## src/rtl/lfsr_pkg.sv

```systemverilog
// Shared types and defaults for the LFSR sequence generator.
package lfsr_pkg;

  typedef enum logic [1:0] {
    IDLE = 2'd0,
    GEN  = 2'd1,
    HOLD = 2'd2
  } state_t;

  localparam logic [31:0] TAPS_32 = 32'hA300_0000;
  localparam logic [31:0] SEED_32 = 32'hFFFF_FFFF;

endpackage

```

## src/rtl/lfsr_core.sv

```systemverilog
// Fibonacci LFSR that advances BPC steps per enabled cycle.
// A zero seed is replaced by SEED_DEFAULT, and the replacement is flagged.
module lfsr_core #(
  parameter int                LFSR_W       = 32,
  parameter logic [LFSR_W-1:0] TAPS         = 32'hA300_0000,
  parameter logic [LFSR_W-1:0] SEED_DEFAULT = '1,
  parameter int                BPC          = 1
) (
  input  logic              clk,
  input  logic              reset,
  input  logic              i_load,
  input  logic [LFSR_W-1:0] i_seed,
  input  logic              i_step,
  output logic [BPC-1:0]    o_bits,
  output logic              o_zero_err
);

  logic [LFSR_W-1:0] r_state;
  logic              r_zero_err;
  logic [LFSR_W-1:0] w_chain [BPC+1];
  logic [BPC-1:0]    w_bits;
  logic              w_seed_zero;

  // Steps are chained within the cycle; the earliest bit lands in the MSB of o_bits.
  always_comb begin
    w_bits     = '0;
    w_chain[0] = r_state;
    for (int i = 0; i < BPC; i++) begin
      w_bits[BPC-1-i] = ^(w_chain[i] & TAPS);
      w_chain[i+1]    = {w_chain[i][LFSR_W-2:0], w_bits[BPC-1-i]};
    end
  end

  assign w_seed_zero = (i_seed == '0);

  always_ff @(posedge clk or posedge reset) begin
    if (reset) begin
      r_state    <= SEED_DEFAULT;
      r_zero_err <= 1'b0;
    end else begin
      r_zero_err <= i_load && w_seed_zero;
      if (i_load)
        r_state <= w_seed_zero ? SEED_DEFAULT : i_seed;
      else if (i_step)
        r_state <= w_chain[BPC];
    end
  end

  assign o_bits     = w_bits;
  assign o_zero_err = r_zero_err;

endmodule

```

## src/rtl/lfsr_seq_gen.sv

```systemverilog
// Assembles SEQ_W LFSR bits into one sequence and presents it to the consumer.
// The sequence is held with a valid/ready handshake.
module lfsr_seq_gen
  import lfsr_pkg::*;
#(
  parameter int                LFSR_W       = 32,
  parameter logic [LFSR_W-1:0] TAPS         = LFSR_W'(TAPS_32),
  parameter logic [LFSR_W-1:0] SEED_DEFAULT = '1,
  parameter int                SEQ_W        = 256,
  parameter int                BPC          = 1
) (
  input  logic              clk,
  input  logic              reset,
  input  logic              seed_load,
  input  logic [LFSR_W-1:0] seed_in,
  input  logic              start,
  input  logic              en,
  output logic              busy,
  output logic              seq_valid,
  input  logic              seq_ready,
  output logic [SEQ_W-1:0]  seq_out,
  output logic              seed_zero_err
);

  localparam int NSTEP = SEQ_W / BPC;
  localparam int CNT_W = $clog2(NSTEP + 1);

  state_t           r_state, w_nxt;
  logic [CNT_W-1:0] r_cnt;
  logic [SEQ_W-1:0] r_shift;
  logic             w_load, w_step;
  logic [BPC-1:0]   w_bits;

  lfsr_core #(
    .LFSR_W       (LFSR_W),
    .TAPS         (TAPS),
    .SEED_DEFAULT (SEED_DEFAULT),
    .BPC          (BPC)
  ) u_core (
    .clk        (clk),
    .reset      (reset),
    .i_load     (w_load),
    .i_seed     (seed_in),
    .i_step     (w_step),
    .o_bits     (w_bits),
    .o_zero_err (seed_zero_err)
  );

  always_ff @(posedge clk or posedge reset) begin
    if (reset) r_state <= IDLE;
    else       r_state <= w_nxt;
  end

  always_comb begin
    w_nxt  = r_state;
    w_load = 1'b0;
    w_step = 1'b0;
    case (r_state)
      IDLE: begin
        w_load = seed_load;
        if (start) w_nxt = GEN;
      end
      GEN: begin
        w_step = en;
        if (en && r_cnt == CNT_W'(1)) w_nxt = HOLD;
      end
      HOLD: if (seq_ready) w_nxt = IDLE;
      default: w_nxt = IDLE;
    endcase
  end

  always_ff @(posedge clk or posedge reset) begin
    if (reset) begin
      r_cnt   <= '0;
      r_shift <= '0;
    end else if (r_state == IDLE && start) begin
      r_cnt   <= CNT_W'(NSTEP);
      r_shift <= '0;
    end else if (w_step) begin
      r_cnt   <= r_cnt - CNT_W'(1);
      r_shift <= (r_shift << BPC) | SEQ_W'(w_bits);
    end
  end

  assign busy      = (r_state != IDLE);
  assign seq_valid = (r_state == HOLD);
  assign seq_out   = seq_valid ? r_shift : '0;

endmodule
```

## config.mk

```make
export PLATFORM = sky130hd
export DESIGN_NAME = lfsr_seq_gen
export DESIGN_NICKNAME = d
export VERILOG_FILES = /design/src/rtl/lfsr_pkg.sv /design/src/rtl/lfsr_core.sv /design/src/rtl/lfsr_seq_gen.sv
export SDC_FILE = /design/constraint.sdc
export NUM_CORES = 1
export LEC_CHECK = 0
export ABC_AREA = 1
export CORE_ASPECT_RATIO = 2
export CORE_UTILIZATION = 40
export DETAILED_ROUTE_END_ITERATION = 6
export PLACE_DENSITY = 0.64
export SYNTH_ARGS = -nofsm -noshare
export SYNTH_HDL_FRONTEND = slang
export SYNTH_SLANG_ARGS = --single-unit
```

## constraint.sdc

```tcl
create_clock -name clk -period 14 [get_ports clk]
set_input_delay 3.5 -clock clk [delete_from_list [all_inputs] [get_ports clk]]
set_output_delay 3.5 -clock clk [all_outputs]
set_load 0.005 [all_outputs]
```

==> reports/results.ini <==
[status]
status = complete, no violations

[timing]
slew_violations = 0
finClkSkew_ns = 0.0148
tightestPinTransition_ns = 1.21
setup-tns-final_ns = 0
relSlewSlack = 0.193
post-route-period-util = 0.496
post-route-min-period_ns = 6.95
rsz0062_at_grt = no
fmax_mhz = 144
hold_viol = 0
whs_ns = 0.460
setup_viol = 0

[worst_setup_path]
path_cells = inv_1 -> nor2_1 -> inv_6 -> buf_4 -> nor2_1 -> clkdlybuf4s50_1
cp_slowest_cell = buf_4
crit_arrival_ns = 3.45
slowest_delay_ns = 0.91
cp-end-kind = output pin
cp-start-kind = flip-flop
worstPathRequired_ns = 10.50
crit_type = reg2out
rrSetupSlack_ns = 10.78
cp_max_fo = 144
cp_top_family = buffers and inverters
path_common_cell = nor2_1
timing.critical_path.buf_inv = 4

[floorplanning]
ioPinCount = 297
core_um2 = 33000
fp-row-count = 94
die_h_um = 262
fp.dieArea_um2 = 34600
start_util = 0.409
fp.dieW_um = 132

[clocking]
cts_buffers = 28
cts.repair.resized = 0
cts_tree = yes
clock_sinks = 300
clockBufferDepth = 3
root_buffer = clkbuf_16
path_clk_slew_ns = 0.06
clock_latency_ns = 0.55
htreeDepth = 1
post_cts_buffers = 0
cts-hold-fix-buffers = 0

[grt]
grt_use_total = 0.207
overflow = 0
antenna_found_initial = 0
grt_pass1_vias = 11412
grt_max_degree = 180
grt_pass1_wl_um = 57800

[synthesis]
ys_types = 30
ys_seq_area_frac = 0.558
synthesis.nets = 1672
syn_inst = 1632
yosysWarnings = 0
synth-edff-count = 0
syn_area_um2 = 13500
ys_async_sr_fraction = 1.00
syn-mean-instance-area_um2 = 8.29
synth_ff_type = dfrtp_1
synth-seq-cells = 300

[power]
peakVddDrop_mv = 0.121
p_comb_frac = 0.244
sequentialPowerShare = 0.421
total_power_mw = 2.38
clockPowerShare = 0.335
power.share.switching = 0.342
switching_power_uw = 813
p_per_area_nw_per_um2 = 136
leakage_nw = 6.98
internal_power_mw = 1.57

[placed_design]
io_buffer_count = 296
dp_hpwl_um = 23800
gp_congestion = 0.808

[run]
cap_violations = 0

[layout]
drive_gt1_frac = 0.0544
fill_cells = 3188
n_antenna_cell = 0
multi_input_area_um2 = 4340
regArea_um2 = 7550
area_growth_pct = 29.3
fin_nets = 1894
fin_util = 0.529

[drt]
drt-total-wl_um = 35900
via_count = 11532
post_drt_wl_per_cell_um = 15.6
drt-initial-drc-count = 609
drc = 0
ant_nets = 0
viasPerCell = 5.00
dr.pass1.iters = 5

[worst_hold_path]
worstHoldPathType = reg2reg

[stage by stage]
step	instance area, µm²	instances	setup slack (ns)
CTS	17500	2307	6.94
detailed placement	16500	2256	7.31
floorplan	13500	1632	2.26
global route	17500	2307	6.71
finish	17500	2307	7.05
global placement	16500	2256	7.39
[worst paths after layout]
kind / from / to / cells past startpoint
max: r_state[1] / seq_out[15] / 6
min: r_cnt[2] / r_cnt[2] / 1
max reg2reg: r_state[1] / r_shift[21] / 7
min reg2reg: r_cnt[2] / r_cnt[2] / 1
max in group asynchronous: reset / r_shift[19] / 3
min in group asynchronous: reset / r_shift[177] / 2
[cells in the mapped netlist (3+ instances only)]
master	n	area, µm²
o22ai_1	132	826
nand2_1	198	743
dfstp_2	32	841
clkbuf_1	35	131
a21oi_1	15	75.1
inv_1	279	1050
dfrtp_1	268	6710
nor2_2	3	18.8
o21ai_1	11	55.1
o21ai_0	120	601
nand3_1	88	440
buf_4	9	67.6
o22a_1	14	123
buf_2	53	265
nor2_1	343	1290
buf_6	14	158
[cell families after synthesis]
logic type | count (synthesis) | synth area share
AOI/OAI and AO/OA | 296 | 0.126
xor gates and xnor gates | 3 | 0.00194
buffers and inverters | 393 | 0.124
adders and majority gates | 2 | 0.00185
and+or+nand+nor | 638 | 0.188
DFF | 300 | 0.558
[power groups by stage]
stage / Sequential, mW / Clock (mW) / Combinational [mW]
final: 1.00 / 0.796 / 0.581
after global routing: 1.01 / 0.853 / 0.653
after CTS: 1.00 / 0.819 / 0.588
after detailed placement: 1.02 / 0 / 0.586
after global placement: 1.01 / 0 / 0.576
after floorplan: 1.01 / 0 / 0.503
[routing by layer]
| layer | part of all wire | vias to the layer above | global-route usage |
|---|---|---|---|
| li1 | - | 5555 | - |
| met1 | 0.39 | 5603 | 0.236 |
| met2 | 0.53 | 309 | 0.384 |
| met3 | 0.036 | 65 | 0.0210 |
| met4 | 0.043 | 0 | 0.103 |
| met5 | 0 | - | 0 |
[registers in the layout (all words and copies together), names as in the netlist]
name               count
r_shift              256
r_state                2
u_core.r_state        32
r_cnt                  9
u_core.o_zero_err      1
[final cells by class]
class                      instances  area share
multi-input combinational        939       0.248
clock inverter                    18      0.0123
clock buffer                      33      0.0434
inverter                         282      0.0612
tap                              432      0.0309
timing repair buffer             303       0.173
sequential                       300       0.431
[cell usage in the layout (no fill, tap or decap), types with 2 or more instances in the layout]
master | netlist | routed
nor2_1 | 343 | 343
clkdlybuf4s50_1 | 0 | 296
inv_1 | 279 | 278
dfrtp_1 | 268 | 268
nand2_1 | 198 | 196
o22ai_1 | 132 | 132
o21ai_0 | 120 | 120
nand3_1 | 88 | 88
dfstp_2 | 32 | 32
clkbuf_16 | 0 | 28
a21oi_1 | 15 | 15
o22a_1 | 14 | 14
o21ai_1 | 11 | 11
clkinv_2 | 0 | 9
buf_4 | 9 | 6
bufinv_16 | 0 | 4
clkbuf_8 | 0 | 4
clkinv_4 | 0 | 3
xor2_1 | 2 | 2
inv_2 | 2 | 2
nor2_2 | 3 | 2
nor2_4 | 1 | 2
nand2_4 | 0 | 2
ha_1 | 2 | 2
No activity file was read; power rests on OpenSTA's default activity.
==> patch (same flow settings) <==
`LFSR_W` is set to 32 in 2 places; all go to 64.
--- a/src/rtl/lfsr_core.sv
+++ b/src/rtl/lfsr_core.sv
@@ -1,7 +1,7 @@
 // Fibonacci LFSR that advances BPC steps per enabled cycle.
 // A zero seed is replaced by SEED_DEFAULT, and the replacement is flagged.
 module lfsr_core #(
-  parameter int                LFSR_W       = 32,
+  parameter int                LFSR_W       = 64,
   parameter logic [LFSR_W-1:0] TAPS         = 32'hA300_0000,
   parameter logic [LFSR_W-1:0] SEED_DEFAULT = '1,
   parameter int                BPC          = 1
--- a/src/rtl/lfsr_seq_gen.sv
+++ b/src/rtl/lfsr_seq_gen.sv
@@ -3,7 +3,7 @@
 module lfsr_seq_gen
   import lfsr_pkg::*;
 #(
-  parameter int                LFSR_W       = 32,
+  parameter int                LFSR_W       = 64,
   parameter logic [LFSR_W-1:0] TAPS         = LFSR_W'(TAPS_32),
   parameter logic [LFSR_W-1:0] SEED_DEFAULT = '1,
   parameter int                SEQ_W        = 256,
Ports: changed (resized seed_in); port bits go from 297 to 329. No check against the original RTL was run, so the function may have changed too.
==> patch against the original RTL <==
Setup slack improved by 25 ps; routed wire length rose by 3.4%; core utilization is 0.15 points higher; design area increased by 1.7%; synthesized area is 0.32% higher; sequential cell count stayed put; first-iteration DRC count rose by 11%; power grew 19%.
==> patch: results (changes against the original RTL) <==
Gr usage total = 21.4% (+0.71 points)
Post-DR wirelength/cell = 16.0 um (+2.5%)
Worst clock skew = 13.8 ps (-1.00 ps)
Filler cells = 3264 (+2.4%)
CTS root buf = clkbuf_16
GR Overflow Total = 0 (unchanged)
IO Port Bufs = 328 (+11%)
Post-DP HPWL = 24300 um (+2.1%)
CTS buffer count = 28 (unchanged)
Family with the most delay on the worst path = buffers and inverters
Detailed-router iteration count before antenna repair = 6 (+1)
CP peak stage delay = 880 ps (-30 ps)
Starting DRT DRC Count = 675 (+11%)
DR vias/cell = 5.02 (+0.33%)
Worst vdd ir = 0.0924 mV (-24%)
Worst-path clk slew = 70 ps
Clock Latency Late Sink = 550 ps (about the same)
Library cells used by synthesis = 30 (unchanged)
Ys flop type = dfrtp_1
Yosys Warn Count = 0 (unchanged)
GP Congestion = 0.836 (+3.4%)
Outcome = complete, no violations
Top cells by count, synth = nor2_1, inv_1, dfrtp_1
Place WS = 7210 ps (-103 ps)
Syn Area/Cell = 8.39 sq um (+1.3%)
Top cells by area, synth = dfrtp_1, nor2_1, inv_1
CP max FO = 156 (+8.3%)
Hold violation count in the final report = 0 (unchanged)
Layout cells sized above 1 = 5.92% (+0.48 points)
Global-route wire length before repair = 60300 um (+4.4%)
Post-cts repair resize count = 0 (unchanged)
Async SR Flop Fraction = 100% (unchanged)
Hold crit path type = register to register
Top flop regs = r_shift x256, u_core.r_state x32, r_cnt x9
Vias = 11700 (+1.2%)
Final #Nets = 1944 (+2.6%)
Biggest register = r_shift
Rel. slew slack = 27.9% (+8.7 points)
CTS Buffer Depth = 3 (unchanged)
Synthesized Nets = 1689 (+1.0%)
Pin count of the biggest net entering global routing = 157 (-13%)
Crit path DAT = 3420 ps (-30 ps)
Lkg Pwr = 7.04 nW (+0.83%)
Placed cell count = 2278 (+0.98%)
H-Tree Level Count = 1 (unchanged)
Slowest CP cell = buf_4
Sequential cell area fraction in the yosys report = 55.6% (-0.18 points)
Initial antenna violation count = 0 (unchanged)
Antenna cell count = 0 (unchanged)
Setup repair bufs after CTS = 0 (unchanged)
## patch: power by group
group          total, mW  switching (mW)  internal [mW]
clock              0.781           0.334          0.447
sequential          1.25           0.105           1.14
combinational      0.793           0.547          0.246
## patch: logic make-up after synthesis
family | count (synthesis) | synth area share [%]
and+or+nand+nor | 604 | 18.0
buffers and inverters | 386 | 12.3
AOI/OAI and AO/OA | 322 | 13.8
DFF | 300 | 55.6
xor gates and xnor gates | 3 | 0.194
adders and majority gates | 2 | 0.184
## patch: area by class of cell
class                           instances  share of cell area, %
Tap cell                              436                   3.07
Clock buffer                           39                   4.63
Clock inverter                         11                  0.668
Inverter                              275                   5.90
Multi-Input combinational cell        931                   24.6
Sequential cell                       300                   42.4
Timing Repair Buffer                  336                   18.8
## patch: per-layer routing
layer  part of all wire [%]  vias to the layer above  global-route usage (%)  wire [um]
met5                      0                        -                       0          0
met4                    4.4                        0                    10.3       1640
met3                    3.3                       75                    1.62       1220
met2                     54                      288                    39.2      20000
met1                     38                     5714                    25.1      14300
li1                       -                     5598                       -          -
## patch: worst reg2reg max path, stage by stage (launching register included)
cell	delay, ps
dfrtp_1	420
inv_2	90
nand2_4	60
inv_2	110
nand2_8	380
nand2_4	820
buf_4	740
o22ai_1	230
## patch: metrics by stage
step           util [%]  instance area (sq um)
6_report           53.1                  17800
3_3_place_gp       50.3                  16900
2_1_floorplan         -                  13600
4_1_cts            53.1                  17800
5_1_grt            53.1                  17800
3_5_place_dp       50.3                  16900
## patch: worst paths after layout
| kind | start | endpoint | slack (ps) | cells after the start |
|---|---|---|---|---|
| worst max register to register | r_state[1]$_DFFE_PP0P_ | r_shift[223]$_DFFE_PP0P_ | 10990 | 7 |
| min in group asynchronous | reset | r_shift[191]$_DFFE_PP0P_ | 3550 | 2 |
| worst min-delay path | r_cnt[5]$_DFFE_PP0P_ | r_cnt[5]$_DFFE_PP0P_ | 490 | 1 |
| max in group asynchronous | reset | r_shift[48]$_DFFE_PP0P_ | 8070 | 4 |
| worst min register to register | r_cnt[5]$_DFFE_PP0P_ | r_cnt[5]$_DFFE_PP0P_ | 490 | 1 |
| worst max-delay path | r_state[1]$_DFFE_PP0P_ | seq_out[180] | 7080 | 6 |
